==> config.mk <==
export PLATFORM = sky130hd
export DESIGN_NAME = sevenseg_mux_flat
export DESIGN_NICKNAME = d
export VERILOG_FILES = /design/src/rtl/sevenseg_mux_if.sv /design/src/rtl/sevenseg_mux.sv /design/src/flat_wrapper.sv
export SDC_FILE = /design/constraint.sdc
export NUM_CORES = 1
export LEC_CHECK = 0
export ABC_AREA = 1
export CORE_ASPECT_RATIO = 2
export CORE_UTILIZATION = 50
export DETAILED_ROUTE_END_ITERATION = 16
export PLACE_DENSITY_LB_ADDON = 0.15
export RECOVER_POWER = 50
export REMOVE_ABC_BUFFERS = 1
export SLEW_MARGIN = 40
export SYNTH_ARGS = -nofsm -noshare
export SYNTH_HDL_FRONTEND = slang
export SYNTH_SLANG_ARGS = --single-unit
==> constraint.sdc <==
create_clock -name clk -period 2.21 [get_ports clk]
set_input_delay 0.3315 -clock clk [delete_from_list [all_inputs] [get_ports clk]]
set_output_delay 0.3315 -clock clk [all_outputs]
set_load 0.01 [all_outputs]
==> src/rtl/sevenseg_mux_if.sv <==
// Display-side bundle for the multiplexed seven-segment driver.
// master = datapath/bench side, slave = sevenseg_mux.
interface sevenseg_mux_if #(
    parameter int NDIGITS = 4
) ();
    logic [4*NDIGITS-1:0] data;
    logic [NDIGITS-1:0]   dp_in;
    logic                 load;
    logic                 lzb;
    logic [6:0]           segments;
    logic                 dp;
    logic [NDIGITS-1:0]   anodes;
    logic                 pending;
    logic                 frame_tick;

    modport master (
        output data, dp_in, load, lzb,
        input  segments, dp, anodes, pending, frame_tick
    );

    modport slave (
        input  data, dp_in, load, lzb,
        output segments, dp, anodes, pending, frame_tick
    );
endinterface

==> src/rtl/sevenseg_mux.sv <==
// Time-multiplexed NDIGITS seven-segment driver with frame-synchronous
// double buffering, per-digit decimal points and leading-zero blanking.
module sevenseg_mux #(
    parameter int NDIGITS     = 4,
    parameter int REFRESH_DIV = 1000,
    parameter int ACTIVE_LOW  = 0
) (
    input  logic          clk,
    input  logic          reset,
    sevenseg_mux_if.slave bus
);
    localparam int PW = (REFRESH_DIV > 1) ? $clog2(REFRESH_DIV) : 1;
    localparam int IW = (NDIGITS > 1) ? $clog2(NDIGITS) : 1;
    localparam logic [PW-1:0] PMAX = PW'(REFRESH_DIV - 1);
    localparam logic [IW-1:0] IMAX = IW'(NDIGITS - 1);

    logic [PW-1:0]        r_presc;
    logic [IW-1:0]        r_idx;
    logic [4*NDIGITS-1:0] r_sh_data;
    logic [NDIGITS-1:0]   r_sh_dp;
    logic [4*NDIGITS-1:0] r_disp_data;
    logic [NDIGITS-1:0]   r_disp_dp;
    logic                 r_pending;
    logic                 r_frame_tick;
    logic [6:0]           r_seg;
    logic                 r_dp;
    logic [NDIGITS-1:0]   r_an;

    logic                 w_tc;
    logic                 w_wrap;
    logic [3:0]           w_nib;
    logic                 w_dp;
    logic [NDIGITS-1:0]   w_an;
    logic                 w_zero;
    logic                 w_blank;
    logic [6:0]           w_seg;

    assign w_tc   = (r_presc == PMAX);
    assign w_wrap = w_tc && (r_idx == IMAX);

    function automatic logic [6:0] decode(input logic [3:0] n);
        logic [6:0] s;
        unique case (n)
            4'h0: s = 7'h7E;
            4'h1: s = 7'h30;
            4'h2: s = 7'h6D;
            4'h3: s = 7'h79;
            4'h4: s = 7'h33;
            4'h5: s = 7'h5B;
            4'h6: s = 7'h5F;
            4'h7: s = 7'h70;
            4'h8: s = 7'h7F;
            4'h9: s = 7'h7B;
            4'hA: s = 7'h77;
            4'hB: s = 7'h1F;
            4'hC: s = 7'h4E;
            4'hD: s = 7'h3D;
            4'hE: s = 7'h4F;
            default: s = 7'h47;
        endcase
        return s;
    endfunction

    // Scan from the top digit down; w_zero tracks "this and all higher are 0".
    always_comb begin
        w_nib   = 4'h0;
        w_dp    = 1'b0;
        w_an    = '0;
        w_zero  = 1'b1;
        w_blank = 1'b0;
        for (int i = NDIGITS - 1; i >= 0; i--) begin
            w_zero = w_zero && (r_disp_data[4*i +: 4] == 4'h0);
            if (r_idx == IW'(i)) begin
                w_nib   = r_disp_data[4*i +: 4];
                w_dp    = r_disp_dp[i];
                w_an[i] = 1'b1;
                w_blank = bus.lzb && w_zero && (i != 0);
            end
        end
        w_seg = w_blank ? 7'h00 : decode(w_nib);
    end

    always_ff @(posedge clk) begin
        if (reset) begin
            r_presc      <= '0;
            r_idx        <= '0;
            r_sh_data    <= '0;
            r_sh_dp      <= '0;
            r_disp_data  <= '0;
            r_disp_dp    <= '0;
            r_pending    <= 1'b0;
            r_frame_tick <= 1'b0;
            r_seg        <= '0;
            r_dp         <= 1'b0;
            r_an         <= '0;
        end else begin
            r_presc      <= w_tc ? '0 : r_presc + 1'b1;
            r_frame_tick <= w_wrap;
            if (w_tc)
                r_idx <= (r_idx == IMAX) ? '0 : r_idx + 1'b1;
            if (bus.load) begin
                r_sh_data <= bus.data;
                r_sh_dp   <= bus.dp_in;
            end
            // A load on the wrap edge bypasses the shadow straight to display.
            if (w_wrap) begin
                r_disp_data <= bus.load ? bus.data  : r_sh_data;
                r_disp_dp   <= bus.load ? bus.dp_in : r_sh_dp;
                r_pending   <= 1'b0;
            end else if (bus.load) begin
                r_pending <= 1'b1;
            end
            r_seg <= w_seg;
            r_dp  <= w_dp;
            r_an  <= w_an;
        end
    end

    assign bus.segments   = (ACTIVE_LOW != 0) ? ~r_seg : r_seg;
    assign bus.dp         = (ACTIVE_LOW != 0) ? ~r_dp  : r_dp;
    assign bus.anodes     = (ACTIVE_LOW != 0) ? ~r_an  : r_an;
    assign bus.pending    = r_pending;
    assign bus.frame_tick = r_frame_tick;
endmodule

==> src/flat_wrapper.sv <==
// flat-port wrapper written by rule: the top's interface ports become plain ports
module sevenseg_mux_flat 
#(
    parameter int NDIGITS     = 4,
    parameter int REFRESH_DIV = 1000,
    parameter int ACTIVE_LOW  = 0
)
  (clk, reset, bus_data, bus_dp_in, bus_load, bus_lzb, bus_segments, bus_dp, bus_anodes, bus_pending, bus_frame_tick);
  sevenseg_mux_if #(.NDIGITS(NDIGITS)) bus_i ();
  input  logic clk;
  input  logic reset;
  input wire logic [$bits(bus_i.data)-1:0] bus_data;
  input wire logic [$bits(bus_i.dp_in)-1:0] bus_dp_in;
  input wire logic [$bits(bus_i.load)-1:0] bus_load;
  input wire logic [$bits(bus_i.lzb)-1:0] bus_lzb;
  output wire logic [$bits(bus_i.segments)-1:0] bus_segments;
  output wire logic [$bits(bus_i.dp)-1:0] bus_dp;
  output wire logic [$bits(bus_i.anodes)-1:0] bus_anodes;
  output wire logic [$bits(bus_i.pending)-1:0] bus_pending;
  output wire logic [$bits(bus_i.frame_tick)-1:0] bus_frame_tick;
  assign bus_i.data = bus_data;
  assign bus_i.dp_in = bus_dp_in;
  assign bus_i.load = bus_load;
  assign bus_i.lzb = bus_lzb;
  assign bus_segments = bus_i.segments;
  assign bus_dp = bus_i.dp;
  assign bus_anodes = bus_i.anodes;
  assign bus_pending = bus_i.pending;
  assign bus_frame_tick = bus_i.frame_tick;
  sevenseg_mux #(.NDIGITS(NDIGITS), .REFRESH_DIV(REFRESH_DIV), .ACTIVE_LOW(ACTIVE_LOW)) u_core (.clk(clk), .reset(reset), .bus(bus_i));
endmodule
# Yosys cells after proc, flatten, opt, wreduce, memory -nomap -nowiden
# Memory sizes are Yosys's and may differ from the RTL's. A register that Yosys moved wholly into a read port is not among the register bits.
# Cells that the tools add are included.
[totals] latch_bits=0 rom_bits=112 inputBits=24 ram_bits=0 reg_bits=59 mem_count=1 elab_cells=49
[memory_table] memory="(name not given)" words=16 width=7 read_ports=1 rd_clocked_by_memory_dff=1 wr=0 line_no="sevenseg_mux.sv:43" text="unique case (n)"
[classes] div=0 muxes=19 bitwise_logic=0 n_mul=0 magnitude_cmp=0 addsub=2 n_shift=0 n_reduce_logical=13 n_eq_ne=4
[op_table] op="4-bit 2-to-1 mux" count=5
[op_table] op="16-bit 2-to-1 mux" count=1
[op_table] op="4-bit logical NOT" count=3
[op_table] op="1-bit 2-to-1 mux" count=12
[op_table] op="10-bit by 1-bit adder with 10-bit output, second input constant" count=1
[op_table] op="10-bit == test, second input constant" count=1
[op_table] op="1-bit logical AND" count=6
[op_table] op="2-bit OR reduction" count=3
[op_table] op="2-bit == test, second input constant" count=2
[op_table] op="2-bit by 1-bit adder with 2-bit output, second input constant" count=1
[op_table] op="2-bit by 1-bit == test with 1-bit output, second input constant" count=1
[op_table] op="2-bit logical NOT" count=1
[op_table] op="2-bit 2-to-1 mux" count=1

# Logic depth before layout (Yosys ltp)
# Gate-level depths: netlist of the first run.
[depth] depth_word=7 ltp_mapped=13 ltp_nobuf=13

# Worst setup path after synthesis of the first run
# No wires, ideal clock.
[synth_path] path_kind="reg-to-reg" start="register u_core.r_idx[1]" end="register u_core.r_seg[6], in the netlist u_core.bus.segments[6]" arrival_time_ps=1679 t_required_ps=2077 setup_slack_ps=397 stages_incl_launch_ff=11 synth_period_minus_slack_ps=1813 path_cell_list="dfxtp_1 -> inv_1 -> ha_1 -> buf_2 -> a21oi_1 -> nand2_1 -> a21oi_1 -> ha_1 -> nand3_1 -> nand3_1 -> a21oi_1"
[synth_via] elab_chain_len=6
[synth_rtl] element="start: declaration" line_no="sevenseg_mux.sv:18" text="logic [IW-1:0] r_idx;"
[synth_rtl] element="start signal: assignment" line_no="sevenseg_mux.sv:100" text="r_idx <= (r_idx == IMAX) ? '0 : r_idx + 1'b1;"
[synth_rtl] element="2-bit == test" line_no="sevenseg_mux.sv:73" text="if (r_idx == IW'(i)) begin"
[synth_rtl] element="1-bit 2-to-1 mux (4 in a row)" line_no="sevenseg_mux.sv:73"
[synth_rtl] element="2-bit OR reduction (no source line)"
[synth_rtl] element="end: declaration" line_no="sevenseg_mux.sv:25" text="logic [6:0] r_seg;"
# Parallel ways exist; a longest one is shown, timed or not.
# A chain may end at the register's enable or synchronous reset.

# Worst setup path after layout of the first run
[layout_path] start="register u_core.r_idx[0]" end="register u_core.r_seg[0], in the netlist u_core.bus.segments[0]"
# Same word-level chain as after synthesis.

==> results of run 1 <==
[cell usage after synthesis]
master    instances
nor3_1            5
nand3b_1          1
a22oi_1           1
nand2_2           1
clkbuf_1          6
buf_6             1
o31ai_1           1
buf_2             3
nand2_4           1
o21ai_0          29
ha_1             12
nor2_2            1
a21oi_1          20
a31o_2            1
nor3b_1           1
or2_1             1
nor2_1           63
nor2_4            1
dfxtp_1          66
nand2_1          98
inv_1            23
o21ai_1           3
inv_2             4
nor3_4            1
nand3_1          14
nand4_1           2
nand3_4           1
xor2_1            5
buf_4             3
[registers in the layout (all words and copies together), names as in the netlist, 2 cells and up]
register	flops
u_core.r_disp_dp	4
u_core.r_sh_dp	4
u_core.r_idx	2
u_core.bus.anodes	4
u_core.bus.segments	7
u_core.r_disp_data	16
u_core.r_sh_data	16
u_core.r_presc	10
[final cells by class]
class	count	area [um^2]	area share, %
Multi-Input combinational cell	263	1290	37.5
Sequential cell	66	1320	38.5
Timing Repair Buffer	43	412	12.0
Inverter	27	101	2.95
Clock buffer	10	128	3.72
Tap cell	60	75.1	2.19
Clock inverter	6	105	3.06
[through the flow]
stage	hold slack [ns]	instances	util, %
5_1_grt	0.483	475	63.9
6_report	0.447	475	63.9
4_1_cts	0.450	475	63.8
3_3_place_gp	0.438	459	59.4
3_5_place_dp	0.434	459	59.4
2_1_floorplan	0.404	356	-
[critical path, cell delays in order (launching register included)]
cell      delay [ns]
dfxtp_2         0.34
inv_1           0.08
ha_1            0.27
inv_1           0.15
nand3_1         0.09
nand2_1         0.08
nand2_1         0.07
nand2_1         0.11
ha_1            0.22
nand3b_1        0.22
nand2_1         0.10
nand2_1         0.05
a21oi_1         0.13
[cell families (layout without fill, tap and decap cells)]
logic type,Yosys count,in the layout
fa+ha+maj,12,12
compound gates,55,55
buf+inv,40,86
simple gates,191,191
flops,66,66
xor+xnor,5,5
[metal layers]
metal | up-vias | track usage (%) | wire length, um
met5 | - | 0 | 0
met4 | 0 | 9.89 | 116
met3 | 10 | 6.36 | 177
met2 | 39 | 43.7 | 3530
met1 | 1110 | 23.9 | 2340
li1 | 1254 | - | -
[power groups by stage]
stage | Clock, uW | Sequential, uW | Combinational, uW
3_3_place_gp | 0 | 1260 | 147
2_1_floorplan | 0 | 1270 | 57.6
6_report | 1180 | 1240 | 146
4_1_cts | 1200 | 1240 | 151
3_5_place_dp | 0 | 1260 | 150
5_1_grt | 1250 | 1240 | 164
[worst paths after layout]
| kind | depth (start not counted) | endpoint | startpoint | slack (ns) |
|---|---|---|---|---|
| hold / removal | 2 | u_core.r_disp_data[2] | u_core.r_disp_data[2] | 0.45 |
| hold reg to reg | 2 | u_core.r_disp_data[2] | u_core.r_disp_data[2] | 0.45 |
| setup / recovery | 12 | u_core.bus.segments[0] | u_core.r_idx[0] | 0.22 |
| setup reg to reg | 12 | u_core.bus.segments[0] | u_core.r_idx[0] | 0.22 |
==> impl_metrics.ini, run 1 <==
[run_status]
outcome = complete, no violations

[die]
die_h_um = 107
pin_count = 38
core_area_mm2 = 0.00537
die-width_um = 54.7
fp-row-count = 38
design.die.area_mm2 = 0.00587
initial_core_util_pct = 51.6

[grt]
grt_pass1_vias = 2220
grt_pass1_wl_um = 9960
grt_usage_pct = 24.1
antenna_found_initial = 0
grt_overflow = 0
grt_max_degree = 22

[clock_network]
path_clk_slew_ns = 0.07
cts_tree = built
clock-root-buffer = clkbuf_8
cts.sinks = 66
post-cts-setup-buffers = 0
h-tree-depth = 3
clkLatencyLatePin_ns = 0.34
ctsLongestPathBuffers = 2
cts_buffers = 9
postCtsResizedCells = 0
hold_buffers = 0

[power_and_ir_drop]
p_total_uw = 2570
vdd_ir_drop_max_mv = 0.849
intPower_uw = 2040
comb_power_share_pct = 5.7
power_frac_clock_pct = 46.1
switchingPower_uw = 525
powerDensity_mw_per_mm2 = 749
swShare_pct = 20.5
power.static_leakage_uw = 0.00156
power.share.sequential_pct = 48.2

[drt]
vias_per_cell = 5.08
finalWirelength_um = 6160
via_count = 2413
drt_iter0_drc = 51
antenna_left = 0
route.detailed.drc = 0
wl_per_cell_um = 13.0
dr.pass1.iters = 4

[synthesis]
synth-xor-area-share_pct = 1.58
synth_compound_area_share_pct = 10.2
ys_warn_count = 0
yosys_register_bits = 66
synthMuxAreaShare_pct = 0
synth_top_family_by_area = simple AND/OR/NAND/NOR gates
ys_seq_area_share_pct = 47.6
synth.avg_cell_area_um2 = 7.52
syn-cell-area_mm2 = 0.00277
synth_adder_area_share_pct = 5.41
yosysTopAreaCell = dfxtp_1
synth.distinct_cells = 29
yosys-top-cells-area = dfxtp_1 48%, nand2_1 13%, nor2_1 8.5%, ha_1 5.4%, o21ai_0 5.2%
synth_top_area_share_pct = 47.6
synth-simple-area-share_pct = 28.9
syn_inst = 369

[cells_and_area]
drive_gt1_share_pct = 7.95
final_common_cell = nand2_1
fillers = 500
final_cell_mix = 99 x nand2_1, 65 x dfxtp_1, 63 x nor2_1
antenna_cells = 0
area_growth_pct = 23.7
finalInstanceArea_mm2 = 0.00343
fin_nets = 446

[place]
io_buffers = 37
hpwl_um = 4630
pre_cts_slack_ns = 0.128
dpl_cell_area_mm2 = 0.00319
gp_congestion = 0.834

[critical_path]
worstSetupEndpointType = flop
critPathKind = reg2reg
crit_arrival_ns = 2.26
start_kind = flop
cp.required_ns = 2.48
crit_fanout = 7

[timing]
relSlewSlack_pct = 44.2
finalSetupViolCount = 0
rsz0062_at_grt = no
post-route-period-util_pct = 90.2
max_freq_mhz = 502
setup_slack_ns = 0.217
finalMaxSlewViolations = 0
finalSetupTns_ns = 0
min_period_ns = 1.99
tightest_slew_ns = 0.837
finalHoldViolCount = 0
skew_ns = 0.00990

[hold_path]
hold_class = reg2reg

[job]
maxCapViolCount = 0
No activity file was read; power rests on OpenSTA's default activity.
==> inputs of run 2 (changes only) <==
Settings changed: CELL_PAD_IN_SITES_DETAIL_PLACEMENT from default to 1, CELL_PAD_IN_SITES_GLOBAL_PLACEMENT from default to 2, CORE_UTILIZATION 50 to 31.
==> run 2 against run 1 <==
Power is 20% higher. Critical path depth is 1 lower. Global-route usage is 5.6 points lower. Non-clock buffer count up 1. Routed wire length grew 21%. Utilization is 22 points lower. Critical path type unchanged. Largest power group is now the clock network.
==> impl_metrics.ini, run 2 (same netlist as run 1, synthesis figures left out) <==
[cells_and_area]
final_cell_mix = 98 x nand2_1, 66 x dfxtp_1, 63 x nor2_1
antenna_cells = 0
area_growth_pct = 29.9
drive_gt1_share_pct = 8.65
fin_nets = 447
layoutNonFillerInstCount = 516
top_regs = u_core.r_disp_data: 16 flops, u_core.r_sh_data: 16 flops, u_core.r_presc: 10 flops
final_common_cell = nand2_1

[place]
gp_congestion = 0.826
hpwl_um = 5720
io_buffers = 37
placedCellCount = 500

[grt]
antenna_found_initial = 0
grt_max_degree = 24
grt_use_met2_pct = 34.7
gr-usage-met1_pct = 17.2
grt_pass1_vias = 2613
grt_pass1_wl_um = 12400
gr-usage-met3_pct = 4.21
grt_usage_pct = 18.5
grt_overflow = 0
top_usage_layer = met2

[timing]
finalMaxSlewViolations = 0
finalHoldViolCount = 0
min_period_ns = 2.03
rsz0062_at_grt = no
max_freq_mhz = 493
skew_ns = 0.00417
post-route-period-util_pct = 91.9
finalSetupTns_ns = 0
finalSetupViolCount = 0
tightest_slew_ns = 0.942
relSlewSlack_pct = 37.2

[critical_path]
r2r_slack_ns = 0.18
start_kind = flop
critPathKind = reg2reg
worstSetupEndpointType = flop
cp.required_ns = 2.49
crit_arrival_ns = 2.31
crit_fanout = 7

[die]
die-width_um = 68.9
initial_core_util_pct = 32.1
core_area_mm2 = 0.00865
design.die.area_mm2 = 0.00935
pin_count = 38
fp-row-count = 48
die_h_um = 136

[clock_network]
ctsLongestPathBuffers = 2
post-cts-setup-buffers = 0
cts.sinks = 66
hold_buffers = 0
cts_buffers = 9
h-tree-depth = 3
clkLatencyLatePin_ns = 0.34
clock-root-buffer = clkbuf_16
path_clk_slew_ns = 0.05
postCtsResizedCells = 0
cts_tree = built

[drt]
antenna_left = 0
wl_per_cell_um = 14.4
via_count = 2467
route.detailed.drc = 0
dr.pass1.iters = 4
vias_per_cell = 4.78
finalWirelength_um = 7450
drt_iter0_drc = 74

[job]
maxCapViolCount = 0

[power_and_ir_drop]
vdd_ir_drop_max_mv = 0.443
powerDensity_mw_per_mm2 = 852
power.static_leakage_uw = 0.00162

[run_status]
outcome = complete, no violations

[hold_path]
hold_class = reg2reg
## run 2: worst paths after layout
path / from / to / cells after the start
worst max register to register: u_core.r_idx[0] / u_core.bus.segments[3] / 11
worst min register to register: u_core.r_disp_data[2] / u_core.r_disp_data[2] / 2
worst max-delay path: u_core.r_idx[0] / u_core.bus.segments[3] / 11
worst min-delay path: u_core.r_disp_data[2] / u_core.r_disp_data[2] / 2
## run 2: through the flow
stage	total power (uW)	instance area (um^2)	setup slack, ns	hold WS, ns	utilization [%]
floorplan	1320	2700	0.410	0.404	-
global placement	1420	3250	0.133	0.429	37.6
detailed placement	1420	3250	0.0480	0.447	37.6
CTS	3120	3600	0.0314	0.460	41.7
global route	3180	3600	0.0364	0.478	41.7
finish	3070	3600	0.180	0.452	41.7
## run 2: power breakdown
group	switching, uW	internal, uW
sequential	10.6	1230
clock	520	1160
combinational	76.2	75.9
total	607	2460
## run 2: area by class of cell
class / count / area (um^2)
repair buffers: 44 / 419
clock buffers: 11 / 253
flip-flops and latches: 66 / 1320
well taps: 100 / 125
fillers: 1080 / 5040
clock inverters: 5 / 100
multi-input cells: 263 / 1280
inverters: 27 / 101
## run 2: per-layer routing
metal	share of wire, %	routed length, um
met1	36	2690
met2	59	4370
met3	2.4	177
met4	2.9	214
met5	0	0
## run 2: worst max-delay path, cell delays in order, from the launching register on
cell      delay (ns)
dfxtp_1         0.41
inv_1           0.10
ha_2            0.25
a21oi_1         0.18
nand2_1         0.11
nand2_1         0.07
nand2_1         0.13
ha_1            0.23
nand3b_1        0.21
nand3_1         0.15
nand2_1         0.06
nor2_1          0.07
